File: src/rtl/sf48_pkg.sv
// Shared widths, saturation limits and phase-state encoding for the
// 48 kHz stereo matrix / scale-factor stage.
package sf48_pkg;

    localparam int DW      = 18;       // audio sample and output width
    localparam int KW      = 4;        // scale-factor width (unsigned Q1.3)
    localparam int SUMW    = 19;       // L+R / L-R width, cannot overflow
    localparam int PRODW   = 24;       // 19-bit signed x 5-bit signed product
    localparam int SHIFT   = 4;        // /2 matrix gain combined with /8 Q1.3
    localparam int SAT_MAX = 131071;   // largest 18-bit signed value
    localparam int SAT_MIN = -131072;  // smallest 18-bit signed value

    // Phase of the sample period the datapath is working on.
    typedef enum logic [2:0] {
        CAPTURE = 3'd0,
        MUL_P   = 3'd1,
        OUT_P   = 3'd2,
        OUT_M   = 3'd3,
        IDLE    = 3'd4
    } state_t;

endpackage

File: src/rtl/block_sf_48_withoutround_scale.sv
// Combinational scale stage: signed sum/difference times an unsigned
// Q1.3 factor, arithmetic shift right (floor, no rounding) and clamp to
// the 18-bit signed range.
module sf_scale_trunc
    import sf48_pkg::*;
(
    input  logic signed [SUMW-1:0] a,
    input  logic        [KW-1:0]   k,
    output logic signed [DW-1:0]   y
);

    logic signed [PRODW-1:0] a_ext;
    logic signed [PRODW-1:0] k_ext;
    logic signed [PRODW-1:0] prod;
    logic signed [PRODW-1:0] shifted;

    // Multiply with the factor zero-extended, floor-shift, then saturate.
    always_comb begin
        a_ext   = PRODW'(a);
        k_ext   = $signed({{(PRODW-KW){1'b0}}, k});
        prod    = a_ext * k_ext;
        shifted = prod >>> SHIFT;
        if (shifted > PRODW'(SAT_MAX)) begin
            y = DW'(SAT_MAX);
        end else if (shifted < PRODW'(SAT_MIN)) begin
            y = DW'(SAT_MIN);
        end else begin
            y = shifted[DW-1:0];
        end
    end

endmodule

File: src/rtl/block_sf_48_withoutround.sv
// Stereo matrix and scale-factor stage. Once per SAMPLE_PERIOD cycles it
// captures LEFT/RIGHT and the two scale factors, then reuses a single
// scale unit for the sum path (result two edges after capture) and the
// difference path (three edges after capture).
//
// Handshake: ready_out_LpR / ready_out_LmR are single-cycle strobes with no
// back-pressure; the matching LI_in_* output is new in exactly the cycle its
// strobe is high and holds its value until the next strobe. The two strobes
// are never high together.
module block_sf_48_withoutround
    import sf48_pkg::*;
#(
    parameter int SAMPLE_PERIOD = 8
) (
    input  logic                 clock,
    input  logic                 reset,
    input  logic signed [17:0]   LEFT,
    input  logic signed [17:0]   RIGHT,
    input  logic        [3:0]    Ks,
    input  logic        [3:0]    Kd,
    output logic signed [17:0]   LI_in_LpR,
    output logic signed [17:0]   LI_in_LmR,
    output logic                 ready_out_LpR,
    output logic                 ready_out_LmR,
    output logic        [2:0]    fsm_state
);

    localparam int CW = (SAMPLE_PERIOD > 1) ? $clog2(SAMPLE_PERIOD) : 1;
    localparam logic [CW-1:0] CNT_LAST = CW'(SAMPLE_PERIOD - 1);

    logic [CW-1:0]         cnt;
    logic [CW-1:0]         cnt_nxt;
    state_t                state;
    state_t                state_nxt;

    logic signed [SUMW-1:0] s_q;
    logic signed [SUMW-1:0] d_q;
    logic        [KW-1:0]   ks_q;
    logic        [KW-1:0]   kd_q;
    logic signed [DW-1:0]   p_q;
    logic signed [DW-1:0]   m_q;

    logic signed [SUMW-1:0] op_a;
    logic        [KW-1:0]   op_k;
    logic signed [DW-1:0]   scaled;

    assign fsm_state = state;

    // Next phase count and the phase state that goes with it.
    always_comb begin
        cnt_nxt   = (cnt == CNT_LAST) ? '0 : cnt + 1'b1;
        state_nxt = IDLE;
        case (cnt_nxt)
            CW'(0):  state_nxt = CAPTURE;
            CW'(1):  state_nxt = MUL_P;
            CW'(2):  state_nxt = OUT_P;
            CW'(3):  state_nxt = OUT_M;
            default: state_nxt = IDLE;
        endcase
    end

    // Steer the shared scale unit: sum path in MUL_P, difference path otherwise.
    always_comb begin
        op_a = d_q;
        op_k = kd_q;
        if (state == MUL_P) begin
            op_a = s_q;
            op_k = ks_q;
        end
    end

    sf_scale_trunc u_scale (
        .a (op_a),
        .k (op_k),
        .y (scaled)
    );

    // Phase sequencer with registered datapath, outputs and strobes.
    always_ff @(posedge clock or posedge reset) begin
        if (reset) begin
            cnt           <= '0;
            state         <= CAPTURE;
            s_q           <= '0;
            d_q           <= '0;
            ks_q          <= '0;
            kd_q          <= '0;
            p_q           <= '0;
            m_q           <= '0;
            LI_in_LpR     <= '0;
            LI_in_LmR     <= '0;
            ready_out_LpR <= 1'b0;
            ready_out_LmR <= 1'b0;
        end else begin
            cnt           <= cnt_nxt;
            state         <= state_nxt;
            ready_out_LpR <= 1'b0;
            ready_out_LmR <= 1'b0;
            case (state)
                CAPTURE: begin
                    s_q  <= {LEFT[17], LEFT} + {RIGHT[17], RIGHT};
                    d_q  <= {LEFT[17], LEFT} - {RIGHT[17], RIGHT};
                    ks_q <= Ks;
                    kd_q <= Kd;
                end
                MUL_P: begin
                    p_q <= scaled;
                end
                OUT_P: begin
                    LI_in_LpR     <= p_q;
                    ready_out_LpR <= 1'b1;
                    m_q           <= scaled;
                end
                OUT_M: begin
                    LI_in_LmR     <= m_q;
                    ready_out_LmR <= 1'b1;
                end
                default: begin
                end
            endcase
        end
    end

endmodule

File: config.mk
export PLATFORM = sky130hd
export DESIGN_NAME = block_sf_48_withoutround
export DESIGN_NICKNAME = d
export VERILOG_FILES = /design/src/rtl/sf48_pkg.sv /design/src/rtl/block_sf_48_withoutround_scale.sv /design/src/rtl/block_sf_48_withoutround.sv
export SDC_FILE = /design/constraint.sdc
export NUM_CORES = 1
export LEC_CHECK = 0
export ABC_AREA = 1
export BUFFER_PORTS_ARGS = -buffer_cell sky130_fd_sc_hd__buf_2
export CORE_MARGIN = 2
export CORE_UTILIZATION = 61
export CTS_CLUSTER_SIZE = 10
export DETAILED_ROUTE_END_ITERATION = 8
export PLACE_DENSITY_LB_ADDON = 0.25
export SETUP_SLACK_MARGIN = 0.4
export SLEW_MARGIN = 30
export SYNTH_ARGS = -nofsm -noshare
export SYNTH_HDL_FRONTEND = slang
export SYNTH_SLANG_ARGS = --single-unit
File: constraint.sdc
create_clock -name clock -period 6.2 [get_ports clock]
set_clock_uncertainty 0.05 [all_clocks]
set_input_delay 1.24 -clock clock [delete_from_list [all_inputs] [get_ports clock]]
set_output_delay 1.24 -clock clock [all_outputs]
set_load 0.01 [all_outputs]
==> flow_metrics.env, run 1 <==
export IMPL_instances_no_fill=1689
export IMPL_hp_start="LI_in_LpR[3]"
export IMPL_synth_simple_area_share_pct=27.9
export IMPL_max_slew_margin_pct=42.9
export IMPL_grt_max_degree=76
export IMPL_async_flop_share_pct=100
export IMPL_p_per_area_nw_per_um2=445
export IMPL_sw_frac_of_total_pct=46.6
export IMPL_cts_root_buf="clkbuf_16"
export IMPL_final_nets=1631
export IMPL_switching_power_uw=2330
export IMPL_period_share_pct=84.6
export IMPL_drc=0
export IMPL_cts_tree="done"
export IMPL_synthCells=1387
export IMPL_clkLatencyLatePin_ns=0.43
export IMPL_synth_adder_area_share_pct=18.6
export IMPL_totalNegativeSetupSlack_ns=0
export IMPL_yosysUniqueCellTypes=45
export IMPL_rrSetupSlack_ns=0.96
export IMPL_drt_iter0_drc=706
export IMPL_peakVddDrop_v=0.000314
export IMPL_dr_pass1_iters=5
export IMPL_drive_gt1_share_pct=11.8
export IMPL_dp_cells=1657
export IMPL_grt_pass1_vias=8775
export IMPL_place_congestion=0.945
export IMPL_overflow=0
export IMPL_wl_per_cell_um=14.7
export IMPL_viasPerCell=5.32
export IMPL_maxCapViolations=0
export IMPL_synth_top_family_by_area="simple AND/OR/NAND/NOR gates"
export IMPL_p_seq_share_pct=25.6
export IMPL_htreeDepth=4
export IMPL_cts_buffers_inserted=17
export IMPL_worstMarginPinSlew_ns=0.848
export IMPL_synth_edf_count=0
export IMPL_worstPathRequired_ns=6.45
export IMPL_synthXorXnorAreaFrac_pct=2.27
export IMPL_pre_cts_slack_ns=0.693
export IMPL_wirelength_mm=24.8
export IMPL_drv_slew=0
export IMPL_io_pins=87
export IMPL_seq_area_frac_synth_pct=31.0
export IMPL_reg2regPathDepth=24
export IMPL_synth_ff_type="dfrtp_1"
export IMPL_whs_endpoint="LI_in_LpR[3]"
export IMPL_r2r_start="cnt[2]"
export IMPL_clockBufferDepth=2
export IMPL_worstPathMaxFanout=42
export IMPL_layout_min_cycle_time_ns=5.24
export IMPL_rows=46
export IMPL_path_class="flip-flop to flip-flop"
export IMPL_leakage_uw=0.00622
export IMPL_final_hold_violation_count=0
export IMPL_hold_depth=2
export IMPL_worst_setup_path_start_kind="flip-flop"
export IMPL_arrival_ns=5.49
export IMPL_setup_violations=0
export IMPL_whs_ns=0.417
export IMPL_cts_setup_buffers=0
export IMPL_syn_cell_area_um2=10000
export IMPL_die_area_um2=17500
export IMPL_ant_nets=0
export IMPL_total_power_uw=5000
export IMPL_holdCritPathClass="flip-flop to flip-flop"
export IMPL_io_buffers=86
export IMPL_setup_ws_ns=0.955
export IMPL_fmaxAchievable_mhz=191
export IMPL_pwr_share_comb_pct=53.2
export IMPL_synth_area_top_cells="dfrtp_1 31%, nand2_1 16%, ha_1 11%"
export IMPL_r2r_end="p_q[0]"
export IMPL_die_w_um=132
export IMPL_yosysTopAreaCellShare_pct=31.0
export IMPL_synth_compound_area_share_pct=10.1
export IMPL_initial_core_util_pct=62.8
export IMPL_grt_pass1_wl_mm=41.9
export IMPL_yosysTopAreaCell="dfrtp_1"
export IMPL_area_growth_pct=12.1
export IMPL_track_usage_pct=29.6
export IMPL_fp_dieH_um=132
export IMPL_rsz0062_at_grt="no"
export IMPL_cp_end_kind="flip-flop"
export IMPL_syn_area_per_cell_um2=7.22
export IMPL_core_area_um2=15900
export IMPL_antenna_found_initial=0
export IMPL_synth_fp_nets=1558
export IMPL_synth_area_mux_share_pct=0
export IMPL_clkSinkCount=124
export IMPL_dpl_hpwl_mm=18.9
export IMPL_status="finished, final reports clean"
export IMPL_yosysWarnings=0
export IMPL_synth_seq_cells=124
export IMPL_clockPowerShare_pct=21.2
export IMPL_via_count=8981
export IMPL_clk_pin_slew_ns=0.06
export IMPL_p_int_uw=2670
export IMPL_diodes=0
[metal layers]
layer	GRT usage [%]	routed length (um)
met5	0	0
met4	14.7	1150
met3	3.84	1170
met2	50.3	11900
met1	37.4	10600
[area by class of cell]
| type | instances | area [um^2] |
|---|---|---|
| multi-input cells | 1001 | 5900 |
| fillers | 1319 | 4720 |
| flip-flops and latches | 124 | 3100 |
| inverters | 224 | 846 |
| repair buffers | 92 | 475 |
| clock buffers | 17 | 425 |
| well taps | 216 | 270 |
| clock inverters | 15 | 201 |
[worst max-delay path by stage]
stage,cells past startpoint,start,to
after global placement,23,cnt[2],p_q[0]
after detailed placement,23,cnt[2],p_q[0]
after floorplan,26,cnt[2],p_q[10]
final,24,cnt[2],p_q[0]
after global routing,24,cnt[2],p_q[0]
after CTS,23,cnt[2],p_q[0]
[state kept, by name, indices dropped and copies added, names as in the netlist, 2 cells and up]
name / count
p_q: 18
s_q: 19
LI_in_LmR: 18
d_q: 18
ks_q: 4
LI_in_LpR: 18
m_q: 18
fsm_state: 2
cnt: 3
kd_q: 4
[timing repair]
item	4_1_cts	5_1_grt
endpoints found under the setup margin	0	34
hold buffers	0	0
resized for setup	0	2
[Yosys cell counts, drive strengths merged (10+ instances only)]
master and number:
a21oi 61, clkbuf 31, dfrtp 124, fa 40
ha 85, inv 220, nand2 462, nand3 49
nand4 11, nor2 129, nor3 10, o21ai 78
xor2 19
[power by group through the flow]
stage / Sequential (uW) / Clock [uW] / Combinational, uW
after detailed placement: 1280 / 0 / 2600
final: 1280 / 1060 / 2660
after global routing: 1300 / 1100 / 3020
after global placement: 1270 / 0 / 2560
after floorplan: 1300 / 0 / 1910
after CTS: 1270 / 1060 / 2650
[through the flow]
step / cell area (um^2) / util (%)
5_1_grt: 11200 / 70.4
3_3_place_gp: 10600 / 66.5
2_1_floorplan: 10000 / -
4_1_cts: 11200 / 70.4
3_5_place_dp: 10600 / 66.5
6_report: 11200 / 70.4
[critical path, stage by stage, from the launching register on]
cell	delay [ns]
dfrtp_1	0.45
nor2_4	0.21
nand2_4	0.24
nand2_1	0.12
o21ai_0	0.11
inv_2	0.28
nor2_1	0.10
ha_1	0.33
fa_1	0.55
inv_1	0.06
fa_1	0.52
inv_1	0.04
ha_1	0.36
a21oi_1	0.22
inv_1	0.06
a31oi_1	0.23
o21ai_0	0.14
a21oi_1	0.25
nand2_1	0.11
nand2_1	0.09
nand2_2	0.08
nand2_4	0.23
nand2_1	0.11
nand3_1	0.08
o21ai_0	0.10
[cell usage in the layout (no fill, tap or decap), types with 17 or more instances in the layout]
cell and count:
a21oi_1 61, buf_2 86, clkbuf_16 17, dfrtp_1 124, fa_1 40, ha_1 85, inv_1 217, nand2_1 428
nand2_2 27, nand3_1 47, nor2_1 126, o21ai_0 76, xor2_1 19
[logic make-up (layout without fill, tap and decap cells)]
group                    after synthesis  count (layout)
AO/OA/AOI/OAI                        182             182
adder cells (fa/ha/maj)              125             125
flip-flops                           124             124
AND/OR/NAND/NOR                      668             668
XOR/XNOR                              26              26
buffers and inverters                262             348
Note: power is estimated with default switching activity, not from simulation.
==> inputs of run 2 (changes only) <==
Settings changed: ABC_AREA 1 to 0.
Clock period 6.2 ns to 5.2 ns, I/O delays scaled along.
==> flow_metrics.env, run 2 <==
export IMPL_status="finished with violations"
export IMPL_violations="negative setup slack"
export IMPL_post_synth_top_count_cell="nand2_1"
export IMPL_peakVddDrop_v=0.000409
export IMPL_dr_pass1_iters=5
export IMPL_ant_nets=0
export IMPL_worstPathMaxFanout=8
export IMPL_synth_seq_cells=124
export IMPL_final_common_cell="nand2_1"
export IMPL_largest_register_ffs=19
export IMPL_r2r_start="cnt[2]"
export IMPL_die_area_um2=16200
export IMPL_maxCapViolations=0
export IMPL_wl_per_cell_um=18.0
export IMPL_syn_area_per_cell_um2=8.49
export IMPL_area_growth_pct=30.7
export IMPL_core_area_um2=15000
export IMPL_whs_endpoint="LI_in_LmR[0]"
export IMPL_synth_fp_nets=1260
export IMPL_io_pins=87
export IMPL_reg2regPathDepth=21
export IMPL_crit_chain="nor3b_4 > buf_12 > buf_16 > mux2i_1 > nor2_1 > ha_1 > fa_1 > inv_1 > fa_1 > inv_2 > ha_4 > and3_4 > or3_4 > o22ai_4 > a211oi_4 > buf_6 > a221oi_4 > o21a_1 > mux2_4 > nand4_4 > nand3_1"
export IMPL_num_fill_cells=897
export IMPL_max_stage_delay_ns=0.53
export IMPL_grt_pass1_wl_mm=37.0
export IMPL_grt_max_degree=83
export IMPL_clkLatencyLatePin_ns=0.44
export IMPL_rows=45
export IMPL_cp_end_kind="flip-flop"
export IMPL_place_congestion=0.890
export IMPL_pre_cts_slack_ns=-0.114
export IMPL_layout_min_cycle_time_ns=5.54
export IMPL_final_hold_violation_count=0
export IMPL_holdCritPathClass="flip-flop to flip-flop"
export IMPL_async_flop_share_pct=100
export IMPL_die_w_um=127
export IMPL_rrSetupSlack_ns=-0.34
export IMPL_hp_start="m_q[0]"
export IMPL_seq_area_frac_synth_pct=33.5
export IMPL_syn_cell_area_um2=9250
export IMPL_regMostFlops="s_q"
export IMPL_clockBufferDepth=2
export IMPL_final_nets=1418
export IMPL_via_count=8391
export IMPL_yosysWarnings=0
export IMPL_yosysTopAreaCellShare_pct=33.5
export IMPL_grt_pass1_vias=8020
export IMPL_track_usage_pct=28.4
export IMPL_dpl_hpwl_mm=15.3
export IMPL_fmaxAchievable_mhz=181
export IMPL_layout_common_cells="219 x nand2_1, 124 x dfrtp_1, 106 x inv_1"
export IMPL_drc=0
export IMPL_cp_common_cell="fa_1"
export IMPL_wirelength_mm=26.0
export IMPL_path_class="flip-flop to flip-flop"
export IMPL_setup_ws_ns=-0.340
export IMPL_cp_slowest_cell="fa_1"
export IMPL_synthCells=1089
export IMPL_r2r_end="p_q[10]"
export IMPL_cts_root_buf="clkbuf_16"
export IMPL_fp_dieH_um=127
export IMPL_drv_slew=0
export IMPL_synth_ff_type="dfrtp_1"
export IMPL_synth_edf_count=0
export IMPL_holdBufCountCts=0
export IMPL_initial_core_util_pct=61.5
export IMPL_viasPerCell=5.79
export IMPL_overflow=0
export IMPL_leakage_uw=0.00616
export IMPL_whs_ns=0.411
export IMPL_worstMarginPinSlew_ns=0.748
export IMPL_drive_gt1_share_pct=28.7
export IMPL_ys_top_cells_by_count="222 x nand2_1, 124 x dfrtp_1, 120 x inv_1, 85 x ha_1, 82 x nor2_1"
export IMPL_clk_pin_slew_ns=0.06
export IMPL_synth_area_top_cells="dfrtp_1 34%, ha_1 11%, nand2_1 9.0%"
export IMPL_yosysTopAreaCell="dfrtp_1"
export IMPL_p_per_area_nw_per_um2=546
export IMPL_placed_cell_area_um2=10500
export IMPL_htreeDepth=4
export IMPL_io_buffers=86
export IMPL_worst_setup_path_start_kind="flip-flop"
export IMPL_period_share_pct=107
export IMPL_setup_violations=34
export IMPL_antenna_found_initial=0
export IMPL_worstPathRequired_ns=5.45
export IMPL_fin_util_pct=80.4
export IMPL_cts_tree="done"
export IMPL_cts_buffers_inserted=17
export IMPL_clkSinkCount=124
export IMPL_final_area_um2=12100
export IMPL_yosysUniqueCellTypes=60
export IMPL_max_slew_margin_pct=50.1
export IMPL_hold_depth=2
export IMPL_rsz0062_at_grt="yes"
export IMPL_arrival_ns=5.79
export IMPL_diodes=0
export IMPL_drt_iter0_drc=683
run 2: cell count changes in the layout (fill, tap and decap cells not counted), sizes merged, moves of 7 or more:
cell,change
xnor2,+26
or3,+7
o21ai,-33
nand2b,+7
nand2,-240
nor2b,+10
a21oi,-22
clkbuf,+8
inv,-108
nor2,-47
or2,+19
buf,+86
mux2i,+24
nand3,+21
run 2: how the worst max path moves through the flow:
| stage | start | to | slack [ns] | depth (start not counted) |
|---|---|---|---|---|
| 2_1_floorplan | fsm_state[0] | m_q[11] | 0.14 | 21 |
| 3_3_place_gp | cnt[2] | p_q[6] | 0.03 | 22 |
| 3_5_place_dp | cnt[2] | p_q[13] | -0.11 | 22 |
| 4_1_cts | fsm_state[1] | p_q[3] | -0.12 | 21 |
| 5_1_grt | cnt[2] | m_q[13] | -0.51 | 21 |
| 6_report | cnt[2] | p_q[10] | -0.34 | 21 |
run 2: through the flow:
stage	instances	TNS, ns	power, uW
2_1_floorplan	1089	0	3570
3_3_place_gp	1386	0	4400
3_5_place_dp	1386	-2.73	4520
4_1_cts	1433	-3.31	6010
5_1_grt	1448	-16.32	6960
6_report	1448	-10.38	6600
run 2: kinds of logic (layout without fill, tap and decap cells):
kind of cell    count (synthesis)  after routing  share of synthesized area [%]
compound gates                141            141                           9.88
xor+xnor                       48             48                           4.55
fa+ha+maj                     125            125                           20.2
buf+inv                       167            334                           6.94
flops                         124            124                           33.5
mux                            27             27                           3.00
simple gates                  457            461                           21.9
run 2: critical path, delay by kind of cell (launching register included):
kind            cells  cell delay [ns]
fa+ha+maj           4             1.52
simple gates        6             1.22
mux                 2             0.82
compound gates      4             0.73
buf+inv             5             0.61
flops               1             0.41
run 2: timing repair:
action                     in CTS  in global routing
cloned                          5                  3
pin swaps                      11                 23
gates resized for setup        34                 86
setup endpoints to repair      36                 36
buffers inserted               10                 12
run 2: cell type report:
cell class / instances / area [um^2] / area share (%)
Timing Repair Buffer: 181 / 1360 / 11.2
Clock buffer: 22 / 474 / 3.92
Inverter: 121 / 459 / 3.80
Sequential cell: 124 / 3100 / 25.7
Tap cell: 188 / 235 / 1.95
Multi-Input combinational cell: 802 / 6300 / 52.1
Clock inverter: 10 / 161 / 1.33
run 2: per-layer routing:
layer / routed length [um] / GRT usage, % / vias to the layer above
met2: 13200 / 51.7 / 346
met5: 0 / 0 / -
li1: - / - / 3881
met1: 9780 / 32.0 / 4050
met3: 1290 / 5.07 / 114
met4: 1690 / 14.5 / 0
run 2: report_power, final:
part           leakage, uW  total [uW]  internal (uW)  switching [uW]
Combinational      0.00438        3760           1680            2070
Clock             0.000314        1290            840             451
Sequential         0.00147        1550           1330             222
Total              0.00616        6600           3850            2750
==> inputs of run 3 (changes only) <==
Settings changed: PLACE_DENSITY set to 0.82, PLACE_DENSITY_LB_ADDON 0.25 to unset.
==> flow_metrics.env, run 3 (synthesized netlist as in run 2, its figures left out) <==
export IMPL_hp_start="m_q[6]"
export IMPL_pre_cts_slack_ns=-0.0461
export IMPL_overflow=0
export IMPL_clkSinkCount=124
export IMPL_cp_slowest_cell="fa_1"
export IMPL_worstMarginPinSlew_ns=0.722
export IMPL_max_stage_delay_ns=0.51
export IMPL_cts_tree="done"
export IMPL_seqCellArea_um2=3100
export IMPL_viasPerCell=5.56
export IMPL_place_congestion=0.844
export IMPL_rsz0062_at_grt="yes"
export IMPL_drt_iter0_drc=581
export IMPL_num_fill_cells=1052
export IMPL_clockBufferDepth=2
export IMPL_ant_nets=0
export IMPL_rows=45
export IMPL_worstPathRequired_ns=5.43
export IMPL_dp_cells=1368
export IMPL_instances_no_fill=1408
export IMPL_critPathBufInv=6
export IMPL_cp_common_cell="inv_1"
export IMPL_regMostFlops="s_q"
export IMPL_fmaxAchievable_mhz=188
export IMPL_final_hold_violation_count=0
export IMPL_worstPathMaxFanout=22
export IMPL_clk_pin_slew_ns=0.06
export IMPL_r2r_end="p_q[10]"
export IMPL_holdCritPathClass="flip-flop to flip-flop"
export IMPL_rrSetupSlack_ns=-0.12
export IMPL_peakVddDrop_v=0.000373
export IMPL_htreeDepth=4
export IMPL_cts_root_buf="clkbuf_16"
export IMPL_die_area_um2=16200
export IMPL_dr_pass1_iters=5
export IMPL_cts_buffers_inserted=17
export IMPL_antenna_found_initial=0
export IMPL_drc=0
export IMPL_setup_violations=34
export IMPL_setup_ws_ns=-0.117
export IMPL_via_count=7827
export IMPL_worst_setup_path_start_kind="flip-flop"
export IMPL_leakage_uw=0.00585
export IMPL_period_share_pct=102
export IMPL_crit_chain="nor3b_4 > buf_4 > buf_16 > mux2i_2 > or2_2 > inv_1 > ha_1 > fa_1 > inv_1 > fa_1 > inv_1 > ha_1 > a2111oi_4 > o21ai_1 > a221o_1 > or3_1 > o211a_1 > a21oi_2 > o211ai_4 > buf_12 > nand3_1 > nand3_1"
export IMPL_maxCapViolations=0
export IMPL_whs_endpoint="LI_in_LmR[6]"
export IMPL_status="finished with violations"
export IMPL_final_common_cell="nand2_1"
export IMPL_io_pins=87
export IMPL_diodes=0
export IMPL_grt_pass1_wl_mm=36.9
export IMPL_critPathTopFamily="adder cells"
export IMPL_arrival_ns=5.54
export IMPL_final_nets=1378
export IMPL_path_class="flip-flop to flip-flop"
export IMPL_io_buffers=86
export IMPL_wirelength_mm=21.5
export IMPL_max_slew_margin_pct=51.9
export IMPL_violations="negative setup slack"
export IMPL_largest_register_ffs=19
export IMPL_layout_common_cells="222 x nand2_1, 124 x dfrtp_1, 113 x inv_1"
export IMPL_area_growth_pct=20.8
export IMPL_initial_core_util_pct=61.5
export IMPL_clkLatencyLatePin_ns=0.42
export IMPL_r2r_start="cnt[2]"
export IMPL_fp_dieH_um=127
export IMPL_core_area_um2=15000
export IMPL_wl_per_cell_um=15.3
export IMPL_track_usage_pct=28.1
export IMPL_p_per_area_nw_per_um2=509
export IMPL_die_w_um=127
export IMPL_layout_min_cycle_time_ns=5.32
export IMPL_grt_pass1_vias=7965
export IMPL_grt_max_degree=81
export IMPL_drive_gt1_share_pct=21.0
export IMPL_whs_ns=0.415
export IMPL_cp_end_kind="flip-flop"
export IMPL_dpl_hpwl_mm=15.2
export IMPL_hold_depth=2
export IMPL_reg2regPathDepth=22
export IMPL_multi_input_area_um2=5830
export IMPL_drv_slew=0
export IMPL_holdBufCountCts=0
## run 3: cell count changes in the layout (fill, tap and decap cells not counted), sizes merged
cell	delta
buf	-34
bufinv	-2
clkbuf	-8
clkinv	+3
clkinvlp	+1
inv	+3
nand4	-3
## run 3: worst max-delay path by stage
| stage | from | end | slack, ns | depth (start not counted) |
|---|---|---|---|---|
| 2_1_floorplan | fsm_state[0] | m_q[11] | 0.14 | 21 |
| 4_1_cts | fsm_state[1] | p_q[10] | -0.04 | 20 |
| 3_5_place_dp | cnt[2] | m_q[13] | -0.05 | 21 |
| 6_report | cnt[2] | p_q[10] | -0.12 | 22 |
| 5_1_grt | cnt[2] | m_q[13] | -0.32 | 21 |
| 3_3_place_gp | cnt[2] | p_q[2] | 0.02 | 21 |
## run 3: power by group
| group | switching [uW] | internal (uW) |
|---|---|---|
| Combinational | 1670 | 1280 |
| Sequential | 211 | 1330 |
| Clock | 474 | 713 |
## run 3: tightest hold or removal path: stages, from the launching register on
cell and delay (ns):
dfrtp_1 0.34, nand2_1 0.05, nand2_1 0.05
## run 3: timing repair
| action | 4_1_cts | 5_1_grt |
|---|---|---|
| resized for setup | 15 | 8 |
| gates cloned | 1 | 1 |
| setup endpoints to repair | 36 | 36 |
| setup buffers | 5 | 1 |
| pin swaps | 5 | 3 |
## run 3: layout make-up
type | count | share of cell area [%]
clock buffers | 17 | 3.81
clock inverters | 15 | 1.47
inverters | 121 | 4.11
multi-input cells | 799 | 52.2
flip-flops and latches | 124 | 27.8
well taps | 188 | 2.11
repair buffers | 144 | 8.49
## run 3: per-stage QoR
| step | total power, uW | instance area (um^2) | setup TNS, ns | utilization, % |
|---|---|---|---|---|
| 5_1_grt | 6100 | 11200 | -9.26 | 74.3 |
| 4_1_cts | 5630 | 11100 | -0.545 | 73.9 |
| 6_report | 5680 | 11200 | -2.81 | 74.3 |
| 2_1_floorplan | 3570 | 9520 | 0 | - |
| 3_3_place_gp | 4280 | 10400 | 0 | 69.1 |
| 3_5_place_dp | 4390 | 10400 | -0.409 | 69.1 |
## run 3: routing by layer
layer	GRT usage, %	share of wire [%]	vias to the layer above
met5	0	0	-
met4	13.4	4.3	0
met3	3.56	4.0	78
met2	50.1	51	267
met1	33.9	41	3685
li1	-	-	3797
